==> config.mk <==
export PLATFORM = sky130hd
export DESIGN_NAME = audio_frame_cacher_flat
export DESIGN_NICKNAME = d
export VERILOG_FILES = /design/src/rtl/audio_frame_cacher_if.sv /design/src/rtl/audio_frame_cacher.sv /design/src/flat_wrapper.sv
export SDC_FILE = /design/constraint.sdc
export NUM_CORES = 1
export LEC_CHECK = 0
export ABC_AREA = 1
export BUFFER_PORTS_ARGS = -buffer_cell sky130_fd_sc_hd__buf_4
export CORE_MARGIN = 3
export CORE_UTILIZATION = 51
export CTS_CLUSTER_SIZE = 16
export DETAILED_ROUTE_END_ITERATION = 12
export PLACE_DENSITY = 0.89
export SLEW_MARGIN = 20
export SYNTH_ARGS = -nofsm -noshare
export SYNTH_HDL_FRONTEND = slang
export SYNTH_SLANG_ARGS = --single-unit
==> constraint.sdc <==
create_clock -name Clock -period 1.6 [get_ports Clock]
set_input_delay 0.16 -clock Clock [delete_from_list [all_inputs] [get_ports Clock]]
set_output_delay 0.16 -clock Clock [all_outputs]
set_load 0.02 [all_outputs]
==> src/rtl/audio_frame_cacher_if.sv <==
// Signal bundle between the frame cacher, the audio receiver, the DPRAM write
// port and the FFT loader.
interface audio_frame_cacher_if #(
   parameter int bw_fftp  = 11,
   parameter int bw_dpram = 12,
   parameter int bw_data  = 16
);

   logic                Enable;
   logic                SampleEn;
   logic [bw_data-1:0]  DataL;
   logic [bw_data-1:0]  DataR;
   logic                Consumed;
   logic [bw_dpram-1:0] RAM_WAddr;
   logic [bw_data-1:0]  RAM_D;
   logic                RAM_WE;
   logic                StartLoader;
   logic                Full;
   logic                Overrun;
   logic [bw_fftp-1:0]  Level;

   modport master (
      input  Enable, SampleEn, DataL, DataR, Consumed,
      output RAM_WAddr, RAM_D, RAM_WE, StartLoader, Full, Overrun, Level
   );

   modport slave (
      output Enable, SampleEn, DataL, DataR, Consumed,
      input  RAM_WAddr, RAM_D, RAM_WE, StartLoader, Full, Overrun, Level
   );

endinterface

==> src/rtl/audio_frame_cacher.sv <==
// Write side of the spectrum waveform DPRAM: captures one frame of stereo pairs
// (L in the lower half, R in the upper half) and freezes it until consumed.
module audio_frame_cacher #(
   parameter int bw_fftp  = 11,
   parameter int bw_dpram = 12,
   parameter int bw_data  = 16
) (
   input  logic                 Clock,
   input  logic                 Reset,
   audio_frame_cacher_if.master bus
);

   typedef enum logic [1:0] {S_IDLE, S_FILL, S_FULL} state_t;
   typedef enum logic [1:0] {WR_IDLE, WR_LEFT, WR_RIGHT} wr_phase_t;

   localparam logic [bw_fftp-1:0] idx_one = 1;

   state_t              state, state_nx;
   wr_phase_t           phase, phase_nx;
   logic [bw_fftp-1:0]  idx, idx_nx;
   logic [bw_data-1:0]  hold_r, hold_r_nx;

   logic                ram_we, ram_we_nx;
   logic [bw_dpram-1:0] ram_waddr, ram_waddr_nx;
   logic [bw_data-1:0]  ram_d, ram_d_nx;
   logic                start_loader, start_nx;
   logic                full, full_nx;
   logic                overrun, overrun_nx;

   logic                filling;
   logic                accept;
   logic                collide;
   logic                frame_end;

   // A strobe is taken only when both writes of the previous pair are done.
   assign filling   = bus.Enable && (state == S_FILL);
   assign accept    = filling && bus.SampleEn && (phase == WR_IDLE);
   assign collide   = filling && bus.SampleEn && (phase != WR_IDLE);
   assign frame_end = filling && (phase == WR_RIGHT) && (idx == '1);

   always_ff @(posedge Clock) begin
      if (Reset) begin
         state        <= S_IDLE;
         phase        <= WR_IDLE;
         idx          <= '0;
         hold_r       <= '0;
         ram_we       <= 1'b0;
         ram_waddr    <= '0;
         ram_d        <= '0;
         start_loader <= 1'b0;
         full         <= 1'b0;
         overrun      <= 1'b0;
      end else begin
         state        <= state_nx;
         phase        <= phase_nx;
         idx          <= idx_nx;
         hold_r       <= hold_r_nx;
         ram_we       <= ram_we_nx;
         ram_waddr    <= ram_waddr_nx;
         ram_d        <= ram_d_nx;
         start_loader <= start_nx;
         full         <= full_nx;
         overrun      <= overrun_nx;
      end
   end

   always_comb begin
      state_nx  = state;
      phase_nx  = phase;
      idx_nx    = idx;
      hold_r_nx = hold_r;
      if (!bus.Enable) begin
         // Dropping Enable abandons any half-written pair.
         state_nx = S_IDLE;
         phase_nx = WR_IDLE;
         idx_nx   = '0;
      end else begin
         unique case (state)
            S_IDLE:  state_nx = S_FILL;
            S_FILL:  if (frame_end) state_nx = S_FULL;
            S_FULL:  if (bus.Consumed) state_nx = S_FILL;
            default: state_nx = S_IDLE;
         endcase
         unique case (phase)
            WR_IDLE:  if (accept) phase_nx = WR_LEFT;
            WR_LEFT:  phase_nx = WR_RIGHT;
            WR_RIGHT: begin
               phase_nx = WR_IDLE;
               idx_nx   = idx + idx_one;
            end
            default:  phase_nx = WR_IDLE;
         endcase
         if (accept) hold_r_nx = bus.DataR;
      end
   end

   always_comb begin
      ram_we_nx    = 1'b0;
      ram_waddr_nx = ram_waddr;
      ram_d_nx     = ram_d;
      if (accept) begin
         ram_we_nx    = 1'b1;
         ram_waddr_nx = {1'b0, idx};
         ram_d_nx     = bus.DataL;
      end else if (bus.Enable && (phase == WR_LEFT)) begin
         ram_we_nx    = 1'b1;
         ram_waddr_nx = {1'b1, idx};
         ram_d_nx     = hold_r;
      end
      start_nx   = frame_end;
      full_nx    = (state_nx == S_FULL);
      overrun_nx = overrun | collide;
   end

   assign bus.RAM_WE      = ram_we;
   assign bus.RAM_WAddr   = ram_waddr;
   assign bus.RAM_D       = ram_d;
   assign bus.StartLoader = start_loader;
   assign bus.Full        = full;
   assign bus.Overrun     = overrun;
   assign bus.Level       = idx;

endmodule

==> src/flat_wrapper.sv <==
// flat-port wrapper written by rule: the top's interface ports become plain ports
module audio_frame_cacher_flat 
#(
   parameter int bw_fftp  = 11,
   parameter int bw_dpram = 12,
   parameter int bw_data  = 16
)
  (Clock, Reset, bus_Enable, bus_SampleEn, bus_DataL, bus_DataR, bus_Consumed, bus_RAM_WAddr, bus_RAM_D, bus_RAM_WE, bus_StartLoader, bus_Full, bus_Overrun, bus_Level);
  audio_frame_cacher_if #(.bw_fftp(bw_fftp), .bw_dpram(bw_dpram), .bw_data(bw_data)) bus_i ();
  input  logic Clock;
  input  logic Reset;
  input wire logic [$bits(bus_i.Enable)-1:0] bus_Enable;
  input wire logic [$bits(bus_i.SampleEn)-1:0] bus_SampleEn;
  input wire logic [$bits(bus_i.DataL)-1:0] bus_DataL;
  input wire logic [$bits(bus_i.DataR)-1:0] bus_DataR;
  input wire logic [$bits(bus_i.Consumed)-1:0] bus_Consumed;
  output wire logic [$bits(bus_i.RAM_WAddr)-1:0] bus_RAM_WAddr;
  output wire logic [$bits(bus_i.RAM_D)-1:0] bus_RAM_D;
  output wire logic [$bits(bus_i.RAM_WE)-1:0] bus_RAM_WE;
  output wire logic [$bits(bus_i.StartLoader)-1:0] bus_StartLoader;
  output wire logic [$bits(bus_i.Full)-1:0] bus_Full;
  output wire logic [$bits(bus_i.Overrun)-1:0] bus_Overrun;
  output wire logic [$bits(bus_i.Level)-1:0] bus_Level;
  assign bus_i.Enable = bus_Enable;
  assign bus_i.SampleEn = bus_SampleEn;
  assign bus_i.DataL = bus_DataL;
  assign bus_i.DataR = bus_DataR;
  assign bus_i.Consumed = bus_Consumed;
  assign bus_RAM_WAddr = bus_i.RAM_WAddr;
  assign bus_RAM_D = bus_i.RAM_D;
  assign bus_RAM_WE = bus_i.RAM_WE;
  assign bus_StartLoader = bus_i.StartLoader;
  assign bus_Full = bus_i.Full;
  assign bus_Overrun = bus_i.Overrun;
  assign bus_Level = bus_i.Level;
  audio_frame_cacher #(.bw_fftp(bw_fftp), .bw_dpram(bw_dpram), .bw_data(bw_data)) u_core (.Clock(Clock), .Reset(Reset), .bus(bus_i));
endmodule
* Word level (Yosys, flattened, before mapping)
Cells that the tools add are included. Widths: inputs -> output; s select.
Word-level totals: flip-flop bits (word level) 63, input bits 37
Operators by class: $add $sub $neg 1, eq/ne operators 7, mux-type cells 12, bitwise logic cells 2, reduce and logical (&&, ||, !) cells 14
Operators with widths (number):
- $mux 16 | 2
- $mux 11 | 2
- $add 11x1->11 const B | 1
- $eq 11x11->1 const B | 1
- $mux 2 | 4
- $logic_and 1x1->1 | 7
- $eq 2x2->1 const B | 3
- $pmux 2 s3 | 1
- $eq 2x1->1 const B | 2
- $logic_not 2->1 | 2
- $pmux 2 s2 | 1
- $reduce_bool 2->1 | 2
- $reduce_or 2->1 | 2
- $mux 1 | 2
- $ne 2x1->1 const B | 1
- $reduce_and 2->1 | 1
- $not 1->1 | 1
- $or 1x1->1 | 1

* Depth between registers and ports, before layout
word-level depth 8, mapped depth 8

* Worst setup path before layout
Ideal clock, no wire load.
path kind register to register, from register u_core.idx[1] (netlist: u_core.bus.Level[1]), to register u_core.idx[8] (netlist: u_core.bus.Level[8]), library setup time 0.119 ns, arrival 1.283 ns, setup slack 0.198 ns, cell stages (with the launch flop) 7, path buffers 0, cells stage by stage dfxtp_1 > ha_1 > nand3_1 > nor2_1 > nand2_1 > o21ai_0 > a21oi_1
On the way: longest elaborated chain between the ends 1
Ends and longest elaborated chain:
- start, declared | RTL line audio_frame_cacher.sv:20 | logic [bw_fftp-1:0] idx, idx_nx;
- start signal, assigned | RTL line audio_frame_cacher.sv:56 | idx <= idx_nx;
- $add 11x1->11 | RTL line audio_frame_cacher.sv:89 | idx_nx = idx + idx_one;
No other way between the ends. A chain may end at the register's enable or synchronous reset.

* Final worst setup path
from register u_core.phase[1], to register u_core.ram_d[11] (netlist: u_core.bus.RAM_D[11])
On the way: longest elaborated chain between the ends 3, elaborated cells between the ends (all ways) 6, those cells by class eq/ne: 1; mux: 1; reduce/logical: 4
Ends and longest elaborated chain:
- start, declared | RTL line audio_frame_cacher.sv:19 | wr_phase_t phase, phase_nx;
- start signal, assigned | RTL line audio_frame_cacher.sv:55 | phase <= phase_nx;
- $eq 2x1->1 or $logic_not 2->1 (tied branches) | RTL line audio_frame_cacher.sv:105, audio_frame_cacher.sv:37
- $logic_and 1x1->1, on equally long branches | RTL line audio_frame_cacher.sv:105, audio_frame_cacher.sv:37
- $reduce_bool 2->1 (no line) or $mux 16 (tied branches)
- end signal, assigned | RTL line audio_frame_cacher.sv:60 | ram_d <= ram_d_nx;
- end, declared | RTL line audio_frame_cacher.sv:25 | logic [bw_data-1:0] ram_d, ram_d_nx;
Parallel ways exist; a longest one is shown, timed or not.

==> out/results.ini <==
[floorplan]
die_area_mm2 = 0.006224
core_mm2 = 0.004911
dieWidth_um = 78.90
start_util = 0.5518
die-height_um = 78.90
std_cell_rows = 25
ios = 80

[cells_and_area]
nets = 499
area_delta_synth_final_pct = 30.98
drive_gt1_frac = 0.2328
mostFrequentLayoutCells = nand2_1, buf_4, nor2_1
antenna_cells = 0
multi_input_area_mm2 = 0.001256
seq_area_mm2 = 0.001261
fillers = 401
final_common_cell = nand2_1

[global_routing]
grt_pass1_wl_um = 11360
first_global_vias = 2498
track_usage = 0.2348
antenna_found_initial = 0
grt_overflow_total = 0
grt_max_degree = 43

[placed_design]
post-dp-hpwl_um = 4793
place.gp.congestion = 0.8191
port_buffers = 79

[job]
cap_violations = 0

[logic_synthesis]
synthDistinctLibCells = 21
synth_top_area_frac = 0.4654
syn_nets = 416
synth.area.top_cells = dfxtp_1, nand2_1, nor2_1
syn-instance-count = 378
synth.yosys.warnings = 0
ys_seq_area_frac = 0.4654
syn_area_mm2 = 0.002710
ys_ff_latch = 63
avgSynthCellArea_um2 = 7.170
yosysTopAreaCell = dfxtp_1

[setup_path]
crit_top_cell = nor2_1
max_stage_delay_ns = 0.53
worstPathCellList = inv_1 -> nand3_1 -> a21boi_4 -> nor2_1 -> nor2_1
slowest_stage = a21boi_4
end_kind = flip-flop
critical_path_class = reg2reg
cp_max_fo = 19
r2r_slack_ns = 0.13
ff2ff_path_depth = 5
startpoint_type = flip-flop
regToRegStartpoint = u_core.phase[1]$_SDFFE_PP0P_
arrival_ns = 1.74
r2r_end = u_core.bus.RAM_D[11]$_SDFFE_PP0P_
crit_end = u_core.bus.RAM_D[11]$_SDFFE_PP0P_
critPathLaunch = u_core.phase[1]$_SDFFE_PP0P_
required_ns = 1.87

[timing]
layout_worst_path_cycle_share = 0.9203
setup_viol = 0
rsz0062_at_grt = no
drv_slew = 0
min_period_ns = 1.472
worst_pin_slew_ns = 0.5767
final.setup_skew_ns = 0.005643
slew-limit-headroom = 0.6146
fin_setup_tns_ns = 0
hold_viol = 0
fmax_mhz = 679.1

[drt]
drtIter0Drc = 208
drc = 0
ant_nets = 0
vias_per_cell = 5.064
first_pass_iters = 4
wire_per_inst_um = 13.30
drt_wl_total_um = 7061
vias = 2689

[clock_tree]
clockRootBuffer = clkbuf_8
cts_tree = yes
ctsLongestPathBuffers = 2
clock-sinks = 63
ctsHoldBuffers = 0
cts.clk_slew.worst_paths_ns = 0.07
numCtsBuffers = 9
insertion_delay_ns = 0.34
htreeDepth = 3

[min_path]
hold_path.class = in2reg

[run_status]
status = completed

[power]
power.density_mw_per_mm2 = 881.5
power_mw = 3.129
ir_worst_vdd_v = 0.0006210
power.leakage_nw = 1.737

worst min-delay path by stage:
stage	from	slack, ns	endpoint	depth (start not counted)
6_report	bus_DataR[11]	0.07	u_core.hold_r[11]$_SDFFE_PP0P_	3
5_1_grt	bus_DataR[6]	0.07	u_core.hold_r[6]$_SDFFE_PP0P_	3
4_1_cts	bus_DataR[11]	0.07	u_core.hold_r[11]$_SDFFE_PP0P_	3
3_5_place_dp	bus_DataR[11]	0.42	u_core.hold_r[11]$_SDFFE_PP0P_	3
3_3_place_gp	bus_DataR[14]	0.42	u_core.hold_r[14]$_SDFFE_PP0P_	3
2_1_floorplan	Reset	0.24	u_core.bus.RAM_WAddr[11]$_SDFFE_PP0P_	1
Yosys cell counts, drive strengths merged:
master,count
o21ai,16
inv,30
nor2,67
buf,10
ha,1
dfxtp,63
nand3,18
nand3b,27
clkbuf,7
a21boi,1
clkinv,1
nor3,4
a21oi,26
nand2,104
nand4,2
a211oi,1
state kept, by name (all words and copies together), names as in the netlist, 2 cells and up:
register / count
u_core.bus.Level: 11
u_core.state: 2
u_core.bus.RAM_D: 16
u_core.hold_r: 16
u_core.bus.RAM_WAddr: 12
u_core.phase: 2
cell type report:
class / count / area share
Tap cell: 67 / 0.02362
Multi-Input combinational cell: 267 / 0.3539
Inverter: 31 / 0.03278
Sequential cell: 63 / 0.3553
Clock buffer: 13 / 0.04477
Timing Repair Buffer: 89 / 0.1882
Clock inverter: 1 / 0.001410
worst max-delay path, delay by kind of cell (launching register included):
| family | cells | cell delay [ns] |
|---|---|---|
| flip-flops | 1 | 0.42 |
| AND/OR/NAND/NOR | 3 | 0.35 |
| AO/OA/AOI/OAI | 1 | 0.53 |
| buffers and inverters | 1 | 0.10 |
per-layer routing:
metal  part of all wire  global-route usage
met2               0.49              0.3752
met5                  0                   0
met1               0.43              0.2960
met3              0.060             0.06576
met4              0.017              0.1048
cells by family after synthesis:
kind of cell / after synthesis / share of synthesized area
AND/OR/NAND/NOR: 222 / 0.3707
flip-flops: 63 / 0.4654
buffers and inverters: 48 / 0.07202
AO/OA/AOI/OAI: 44 / 0.08726
adder cells (fa/ha/maj): 1 / 0.004616
per-stage QoR:
| stage | instances | hold WS, ns | utilization | setup WS [ns] | instance area [um2] |
|---|---|---|---|---|---|
| 2_1_floorplan | 378 | 0.2385 | - | 0.1979 | 2710 |
| 3_3_place_gp | 516 | 0.4151 | 0.6874 | 0.1457 | 3376 |
| 3_5_place_dp | 516 | 0.4225 | 0.6874 | 0.1404 | 3376 |
| 4_1_cts | 530 | 0.06991 | 0.7208 | 0.1115 | 3540 |
| 5_1_grt | 531 | 0.06777 | 0.7228 | 0.03281 | 3550 |
| 6_report | 531 | 0.07178 | 0.7228 | 0.1275 | 3550 |
power breakdown:
group / switching (mW) / internal [mW] / total (mW) / leakage [nW]
Combinational: 0.164 / 0.147 / 0.311 / 1.14
Clock: 0.565 / 0.628 / 1.19 / 0.0854
Sequential: 0.0186 / 1.61 / 1.62 / 0.510
timing repair:
item | CTS | global route
resized for setup | 0 | 1
setup endpoints to repair | 0 | 13
setup buffers | 0 | 1
No activity file was read; power rests on OpenSTA's default activity.
